--- src/rtl/fft_ram_arbiter.sv ---
// Round-robin arbiter sharing the single-port FFT sample/result RAM between the HPS master (A) and the FFT sequencer (B).
// Optional build macro FFT_RAM_ARB_FIXED_PRIO_EN: A always wins conflicts and no last-winner pointer is kept.
module fft_ram_arbiter #(
    parameter int unsigned ADDR_W = 10,
    parameter int unsigned DATA_W = 32,
    parameter int unsigned BE_W   = DATA_W / 8
) (
    input  logic              clk,
    input  logic              reset_n,
    input  logic [ADDR_W-1:0] a_address,
    input  logic              a_read,
    input  logic              a_write,
    input  logic [BE_W-1:0]   a_byteenable,
    input  logic [DATA_W-1:0] a_writedata,
    output logic              a_waitrequest,
    output logic [DATA_W-1:0] a_readdata,
    output logic              a_readdatavalid,
    input  logic [ADDR_W-1:0] b_address,
    input  logic              b_read,
    input  logic              b_write,
    input  logic [BE_W-1:0]   b_byteenable,
    input  logic [DATA_W-1:0] b_writedata,
    output logic              b_waitrequest,
    output logic [DATA_W-1:0] b_readdata,
    output logic              b_readdatavalid,
    input  logic              b_lock,
    output logic [ADDR_W-1:0] ram_address,
    output logic [BE_W-1:0]   ram_byteenable,
    output logic              ram_chipselect,
    output logic              ram_write,
    output logic [DATA_W-1:0] ram_writedata,
    output logic              ram_clken,
    input  logic [DATA_W-1:0] ram_readdata
);

    typedef enum logic {
        PORT_A = 1'b0,
        PORT_B = 1'b1
    } port_e;

    logic  a_req_c;
    logic  b_req_c;
    logic  lock_c;
    logic  grant_a_c;
    logic  grant_b_c;

    logic  rd_pending_q;
    logic  rd_pending_d;
    port_e rd_tag_q;
    port_e rd_tag_d;
    // Set when B won the most recent accepted access; lock only holds while this is true.
    logic  b_held_q;
    logic  b_held_d;

`ifndef FFT_RAM_ARB_FIXED_PRIO_EN
    port_e last_q;
    port_e last_d;
`endif

    assign a_req_c = a_read | a_write;
    assign b_req_c = b_read | b_write;
    assign lock_c  = b_lock & b_held_q;

    // Grant decision: lock first, then conflict resolution, then single requester.
    always_comb begin
        grant_a_c = 1'b0;
        grant_b_c = 1'b0;
        if (lock_c) begin
            grant_b_c = b_req_c;
        end else if (a_req_c && b_req_c) begin
`ifdef FFT_RAM_ARB_FIXED_PRIO_EN
            grant_a_c = 1'b1;
`else
            if (last_q == PORT_B) begin
                grant_a_c = 1'b1;
            end else begin
                grant_b_c = 1'b1;
            end
`endif
        end else begin
            grant_a_c = a_req_c;
            grant_b_c = b_req_c;
        end
    end

    assign a_waitrequest = a_req_c & ~grant_a_c;
    assign b_waitrequest = b_req_c & ~grant_b_c;

    // RAM port mux; address and data default to A when nobody is granted.
    always_comb begin
        ram_address    = a_address;
        ram_byteenable = a_byteenable;
        ram_writedata  = a_writedata;
        ram_write      = 1'b0;
        if (grant_b_c) begin
            ram_address    = b_address;
            ram_byteenable = b_byteenable;
            ram_writedata  = b_writedata;
            ram_write      = b_write;
        end else if (grant_a_c) begin
            ram_write = a_write;
        end
    end

    assign ram_chipselect = grant_a_c | grant_b_c;
    assign ram_clken      = 1'b1;

    // Next-state for read tracking, lock ownership and round-robin pointer.
    always_comb begin
        rd_pending_d = 1'b0;
        rd_tag_d     = rd_tag_q;
        b_held_d     = b_held_q;
`ifndef FFT_RAM_ARB_FIXED_PRIO_EN
        last_d       = last_q;
`endif
        if (grant_a_c) begin
            rd_pending_d = a_read & ~a_write;
            rd_tag_d     = PORT_A;
            b_held_d     = 1'b0;
`ifndef FFT_RAM_ARB_FIXED_PRIO_EN
            last_d       = PORT_A;
`endif
        end else if (grant_b_c) begin
            rd_pending_d = b_read & ~b_write;
            rd_tag_d     = PORT_B;
            b_held_d     = 1'b1;
`ifndef FFT_RAM_ARB_FIXED_PRIO_EN
            last_d       = PORT_B;
`endif
        end
    end

    always_ff @(posedge clk or negedge reset_n) begin
        if (!reset_n) begin
            rd_pending_q <= 1'b0;
            rd_tag_q     <= PORT_A;
            b_held_q     <= 1'b0;
`ifndef FFT_RAM_ARB_FIXED_PRIO_EN
            last_q       <= PORT_B;
`endif
        end else begin
            rd_pending_q <= rd_pending_d;
            rd_tag_q     <= rd_tag_d;
            b_held_q     <= b_held_d;
`ifndef FFT_RAM_ARB_FIXED_PRIO_EN
            last_q       <= last_d;
`endif
        end
    end

    // Read data is broadcast; only the valid strobe is steered to the owner.
    assign a_readdata      = ram_readdata;
    assign b_readdata      = ram_readdata;
    assign a_readdatavalid = rd_pending_q & (rd_tag_q == PORT_A);
    assign b_readdatavalid = rd_pending_q & (rd_tag_q == PORT_B);

endmodule

--- config.mk ---
export PLATFORM = sky130hd
export DESIGN_NAME = fft_ram_arbiter
export DESIGN_NICKNAME = d
export VERILOG_FILES = /design/src/rtl/fft_ram_arbiter.sv
export SDC_FILE = /design/constraint.sdc
export NUM_CORES = 1
export LEC_CHECK = 0
export ABC_AREA = 1
export BUFFER_PORTS_ARGS = -buffer_cell sky130_fd_sc_hd__buf_4
export CORE_AREA = 3 3 96 98
export CTS_CLUSTER_DIAMETER = 30
export CTS_CLUSTER_SIZE = 24
export DETAILED_ROUTE_END_ITERATION = 12
export DIE_AREA = 0 0 99 101
export SYNTH_ARGS = -nofsm -noshare
export SYNTH_HDL_FRONTEND = slang
export SYNTH_SLANG_ARGS = --single-unit
--- constraint.sdc ---
create_clock -name clk -period 1.12 [get_ports clk]
set_input_delay 0.112 -clock clk [delete_from_list [all_inputs] [get_ports clk]]
set_output_delay 0.112 -clock clk [all_outputs]
set_load 0.005 [all_outputs]
==> results of run 1 <==
[logic make-up after synthesis]
family	after synthesis	share of synthesized area
AND/OR/NAND/NOR	155	0.474
buffers and inverters	87	0.450
AO/OA/AOI/OAI	5	0.0181
flip-flops	3	0.0553
other	1	0.00271
[critical path, delay by kind of cell (launching register included)]
family,cells,cell delay [ns]
flip-flops,1,0.54
buffers and inverters,2,0.25
AND/OR/NAND/NOR,4,0.36
[Yosys cell counts]
cell type  count
nand3_1       49
inv_1          7
o21ai_0        2
conb_1         1
nand3_2        1
dfstp_2        1
a21oi_1        3
buf_2          5
nand4_1        1
clkbuf_1       2
dfrtp_1        2
buf_1          1
buf_4         67
buf_6          5
nor2_1         2
nand2_1      101
or2_2          1
[per-stage QoR]
| step | worst slack (ns) | total power (W) |
|---|---|---|
| 3_5_place_dp | -0.168 | 0.00224 |
| 5_1_grt | -0.452 | 0.00294 |
| 2_1_floorplan | -0.0190 | 0.00131 |
| 4_1_cts | -0.397 | 0.00257 |
| 3_3_place_gp | -0.156 | 0.00223 |
| 6_report | -0.373 | 0.00267 |
[final timing paths]
check                                         from                     end  slack, ns  cells after the start
worst max-delay path            last_q$_DFFE_PN1P_       ram_writedata[31]      -0.37                      6
worst min-delay path                        b_lock    b_held_q$_DFFE_PN0P_       0.18                      3
worst max register to register  last_q$_DFFE_PN1P_  rd_pending_q$_DFF_PN0_      -0.02                      4
worst min register to register  last_q$_DFFE_PN1P_      last_q$_DFFE_PN1P_       0.54                      2
max in group asynchronous                  reset_n      last_q$_DFFE_PN1P_       0.71                      2
min in group asynchronous                  reset_n    b_held_q$_DFFE_PN0P_       0.22                      2
[report_power, final]
part           internal [W]  switching (W)  total, W
Combinational       0.00117        0.00100   0.00217
Clock              0.000242      0.0000670  0.000309
Sequential         0.000156      0.0000267  0.000183
[layer usage]
metal / track usage / part of all wire / vias up
met5: 0 / 0 / -
met1: 0.104 / 0.37 / 786
met4: 0.0557 / 0.045 / 0
met3: 0.0263 / 0.11 / 31
met2: 0.156 / 0.48 / 110
li1: - / - / 905
[area by class of cell]
class / count / share of cell area
Tap cell: 108 / 0.0589
Multi-Input combinational cell: 161 / 0.311
Sequential cell: 3 / 0.0333
Inverter: 7 / 0.0115
Clock buffer: 4 / 0.0196
Timing Repair Buffer: 167 / 0.565
[state kept, by name, summed over array words and instances, names as in the netlist]
| signal | cells |
|---|---|
| b_held_q | 1 |
| last_q | 1 |
| rd_pending_q | 1 |
[timing repair]
action	4_1_cts	5_1_grt
hold buffers	1	0
endpoints found under the setup margin	51	52
hold endpoints to repair	3	0
gates resized for setup	0	6
cloned	0	2
buffers inserted	0	0
==> metrics.txt, run 1 <==
DP Cell Count about 440; HP Class input port to flop; die width 99 um; worst vdd ir 0.000454 V; final wirelength around 5.6 mm; Critical Path AT around 1.4 ns; placed inst area around 0.0022 mm2; DRT antenna net count 0; CTS H-tree depth 1; RSZ-0062 raised after global routing yes; WP data required between 1 and 1.5 ns; top cell type's share of synthesized area 0.364; fraction of layout cells with a size suffix above 1 0.515; boundary pin count 248; most used cell, CP nand2_1; status complete, but fails checks; Area growth syn-to-layout 66.1%; starting density of the core 0.162; Final WS setup -0.373 ns; max-slew violations 0; crit end category output port; leakage 1.37 nW; maxcap violations 0; crit-path max cell delay 0.54 ns; number of fill cells 960; sequential share of the synthesized area 0.0553; CP cell instances nand3_4 -> nand2_8 -> buf_12 -> nand2_1 -> nand2_1 -> buf_4; Post-Syn Nets around 380; #FFs+latches synth 3; top post-synthesis cells by area buf_4, nand2_1, nand3_1; Yosys Warn Count 0; leading area contributor after synthesis buf_4; critical path class flop to output port; gr usage total 0.0929; Die ar. about 0.010 mm2; commonest non-fill, non-tap cell in the layout buf_4; DRT iter0 DRCs 42; Final Util 0.268; Die Height about 100 um; number of cell rows 34; largest net degree at the start of global routing 38; Setup Skew 0.00110 ns; post-synthesis cell type count 17; via density per instance 4.07; final std cells w/o fill between 400 and 500; ANT cells 0; slowest stage cell, crit path dfstp_2; CTS root buffer clkbuf_8; Worst Path Max Fanout 18; crit start category flop; Final Wtd Congestion 0.684; area of the multi-input gates 714 um2; TNS Setup -17.09 ns; CTS buffer count 3; core region area 0.00855 mm2; failing checks setup timing; commonest cells after routing, fill and taps aside buf_4, nand2_1, nand3_1; CTS tree done; CTS sink cnt 3; DRC viols 0; f_max 0.670 GHz; power density over the cells 1160 mW/mm2; Skew-Pair Late Insertion Delay 0.21 ns; Synth Area per Inst 5.50 um2; Final min period 1.49 ns; total gr overflow 0; TritonRoute pass-1 iters 4; global-route wire length before repair approximately 7.6 mm; Final Instance Area 0.00229 mm2; Mapped Cells 251; clock slew at reported path FFs 0.03 ns; WL per Instance 12.4 um; antenna violations before repair 0; vias in the first global route between 1500 and 2000; Via Count 1832; Final HPWL DP 4.40 mm; number of port buffers 150; hold slack 0.178 ns; Final Cycle Share 1.33; nets 474; synthesized cell area 0.00138 mm2; clk buf depth 2; Setup violations, final 51; Seq. cell area 76.3 um2; Fin. Hold Viols 0
(Power assumes the default switching activity.)
==> inputs of run 2 (changes only) <==
--- a/config.mk
+++ b/config.mk
@@ -7,11 +7,14 @@
 export LEC_CHECK = 0
 export ABC_AREA = 1
 export BUFFER_PORTS_ARGS = -buffer_cell sky130_fd_sc_hd__buf_4
-export CORE_AREA = 3 3 96 98
+export CELL_PAD_IN_SITES_DETAIL_PLACEMENT = 0
+export CELL_PAD_IN_SITES_GLOBAL_PLACEMENT = 1
+export CORE_MARGIN = 3
+export CORE_UTILIZATION = 13
 export CTS_CLUSTER_DIAMETER = 30
 export CTS_CLUSTER_SIZE = 24
 export DETAILED_ROUTE_END_ITERATION = 12
-export DIE_AREA = 0 0 99 101
+export PLACE_DENSITY_LB_ADDON = 0.1
 export SYNTH_ARGS = -nofsm -noshare
 export SYNTH_HDL_FRONTEND = slang
 export SYNTH_SLANG_ARGS = --single-unit
==> run 2 against run 1 <==
- the flow still finishes with violations (setup timing)
- register-to-register slack worse by 0.03 ns
- sequential share of layout area shrank 0.35 points
- utilization decreased by 2.0 points
- die area increased by 19%
- non-clock buffer count grew 7
- critical path depth did not move
- cell count increased by 7.8%
- count of clock-buffer cells in the layout is the same
- first-iteration DRC count is 36% higher
- largest cell class unchanged
- largest power group unchanged
==> metrics.txt, run 2 (synthesis results as in run 1) <==
crit start category flop; starting density of the core 0.134; CTS root buffer clkbuf_8; WL per Instance 12.8 um; Fin. Hold Viols 0; clock slew at reported path FFs 0.03 ns; global-route wire length before repair about 8.2 mm; commonest cells after routing, fill and taps aside buf_4, nand2_1, nand3_1; fraction of layout cells with a size suffix above 1 0.559; Critical Path AT about 1.4 ns; most used cell, CP buf_4; Worst Path Max Fanout 4; number of cell rows 37; Seq. cell area 76.3 um2; antenna violations before repair 0; DRT iter0 DRCs 57; Final Cycle Share 1.37; Setup Skew around 0.0027 ns; maxcap violations 0; HP Class input port to flop; worst vdd ir 0.000313 V; gr usage total 0.0860; FF-to-FF path depth 5; Regs by FF count b_held_q: 1 flops, last_q: 1 flops, rd_pending_q: 1 flops; final wirelength 6.18 mm; CP bufs+invs 3; power density over the cells 1240 mW/mm2; CP cell instances nand3_4 -> buf_6 -> buf_4 -> nand3_1 -> nand2_1 -> buf_4; via density per instance 3.73; number of fill cells around 1200; critical path class flop to output port; hold slack between 0.15 and 0.2 ns; f_max approximately 0.65 GHz; nets 481; CTS tree done; Final Util 0.248; total power 0.00318 W; DRT antenna net count 0; Skew-Pair Late Insertion Delay roughly 0.22 ns; clk buf depth 2; ANT cells 0; total gr overflow 0; TritonRoute pass-1 iters 4; status complete, but fails checks; Via Count 1811; Cells on Worst Hold Path 3; Final WS setup -0.410 ns; Area growth syn-to-layout 85.4%; vias in the first global route approximately 1700; DP Cell Count around 470; Final Wtd Congestion 0.701; CTS sink cnt 3; DRC viols 0; core region area 0.0103 mm2; largest net degree at the start of global routing 33; failing checks setup timing; CTS buffer count 3; WP data required 1.01 ns; Critical Path Stages 6; final std cells w/o fill between 400 and 500; TNS Setup -19.19 ns; Die Height 109 um; number of port buffers 150; crit end category output port; die width around 110 um; crit-path max cell delay 0.55 ns; RSZ-0062 raised after global routing yes; leakage 1.47 nW; Final min period 1.53 ns; boundary pin count 248; max-slew violations 0; area of the multi-input gates 762 um2; Setup violations, final 54; slowest stage cell, crit path dfstp_2; Top delay family on crit path flip-flops; commonest non-fill, non-tap cell in the layout buf_4; CTS H-tree depth 1; Final HPWL DP 4.45 mm; Die ar. roughly 0.012 mm2
## run 2: routing by layer
| metal | track usage | routed length (um) |
|---|---|---|
| met1 | 0.0850 | 2170 |
| met2 | 0.170 | 3290 |
| met5 | 0 | 0 |
| met3 | 0.0195 | 602 |
| met4 | 0.0343 | 125 |
## run 2: final cells by class
type	instances	area share
repair buffers	174	0.578
multi-input cells	161	0.298
well taps	136	0.0664
flip-flops and latches	3	0.0298
clock buffers	4	0.0176
inverters	7	0.0103
## run 2: what timing repair did
item	in CTS	in global routing
setup buffers	1	2
hold buffers	1	0
endpoints found under the setup margin	51	53
pin swaps	0	1
resized for setup	8	19
endpoints found under the hold margin	3	0
gates cloned	1	3
## run 2: worst paths after layout
kind / startpoint / end / slack [ns]
min reg2reg: last_q$_DFFE_PN1P_ / last_q$_DFFE_PN1P_ / 0.54
max: last_q$_DFFE_PN1P_ / ram_writedata[24] / -0.41
min: b_read / rd_pending_q$_DFF_PN0_ / 0.17
min in group asynchronous: reset_n / rd_pending_q$_DFF_PN0_ / 0.24
max in group asynchronous: reset_n / last_q$_DFFE_PN1P_ / 0.69
max reg2reg: last_q$_DFFE_PN1P_ / rd_pending_q$_DFF_PN0_ / -0.05
## run 2: worst reg2reg max path, cell delays in order, from the launching register on
cell and delay [ns]:
dfstp_2 0.55, nand3_4 0.10, buf_8 0.16, buf_4 0.14, nand3_2 0.05, nand2_1 0.05
## run 2: power breakdown
group	switching [W]	internal (W)
Sequential	0.0000305	0.000156
Combinational	0.00114	0.00153
Clock	0.0000761	0.000243
Total	0.00124	0.00193
## run 2: metrics by stage
step	cell area (um2)	setup slack, ns
final	2560	-0.410
after global routing	2560	-0.486
after CTS	2390	-0.411
after detailed placement	2270	-0.191
after global placement	2270	-0.178
after floorplan	1390	-0.0190
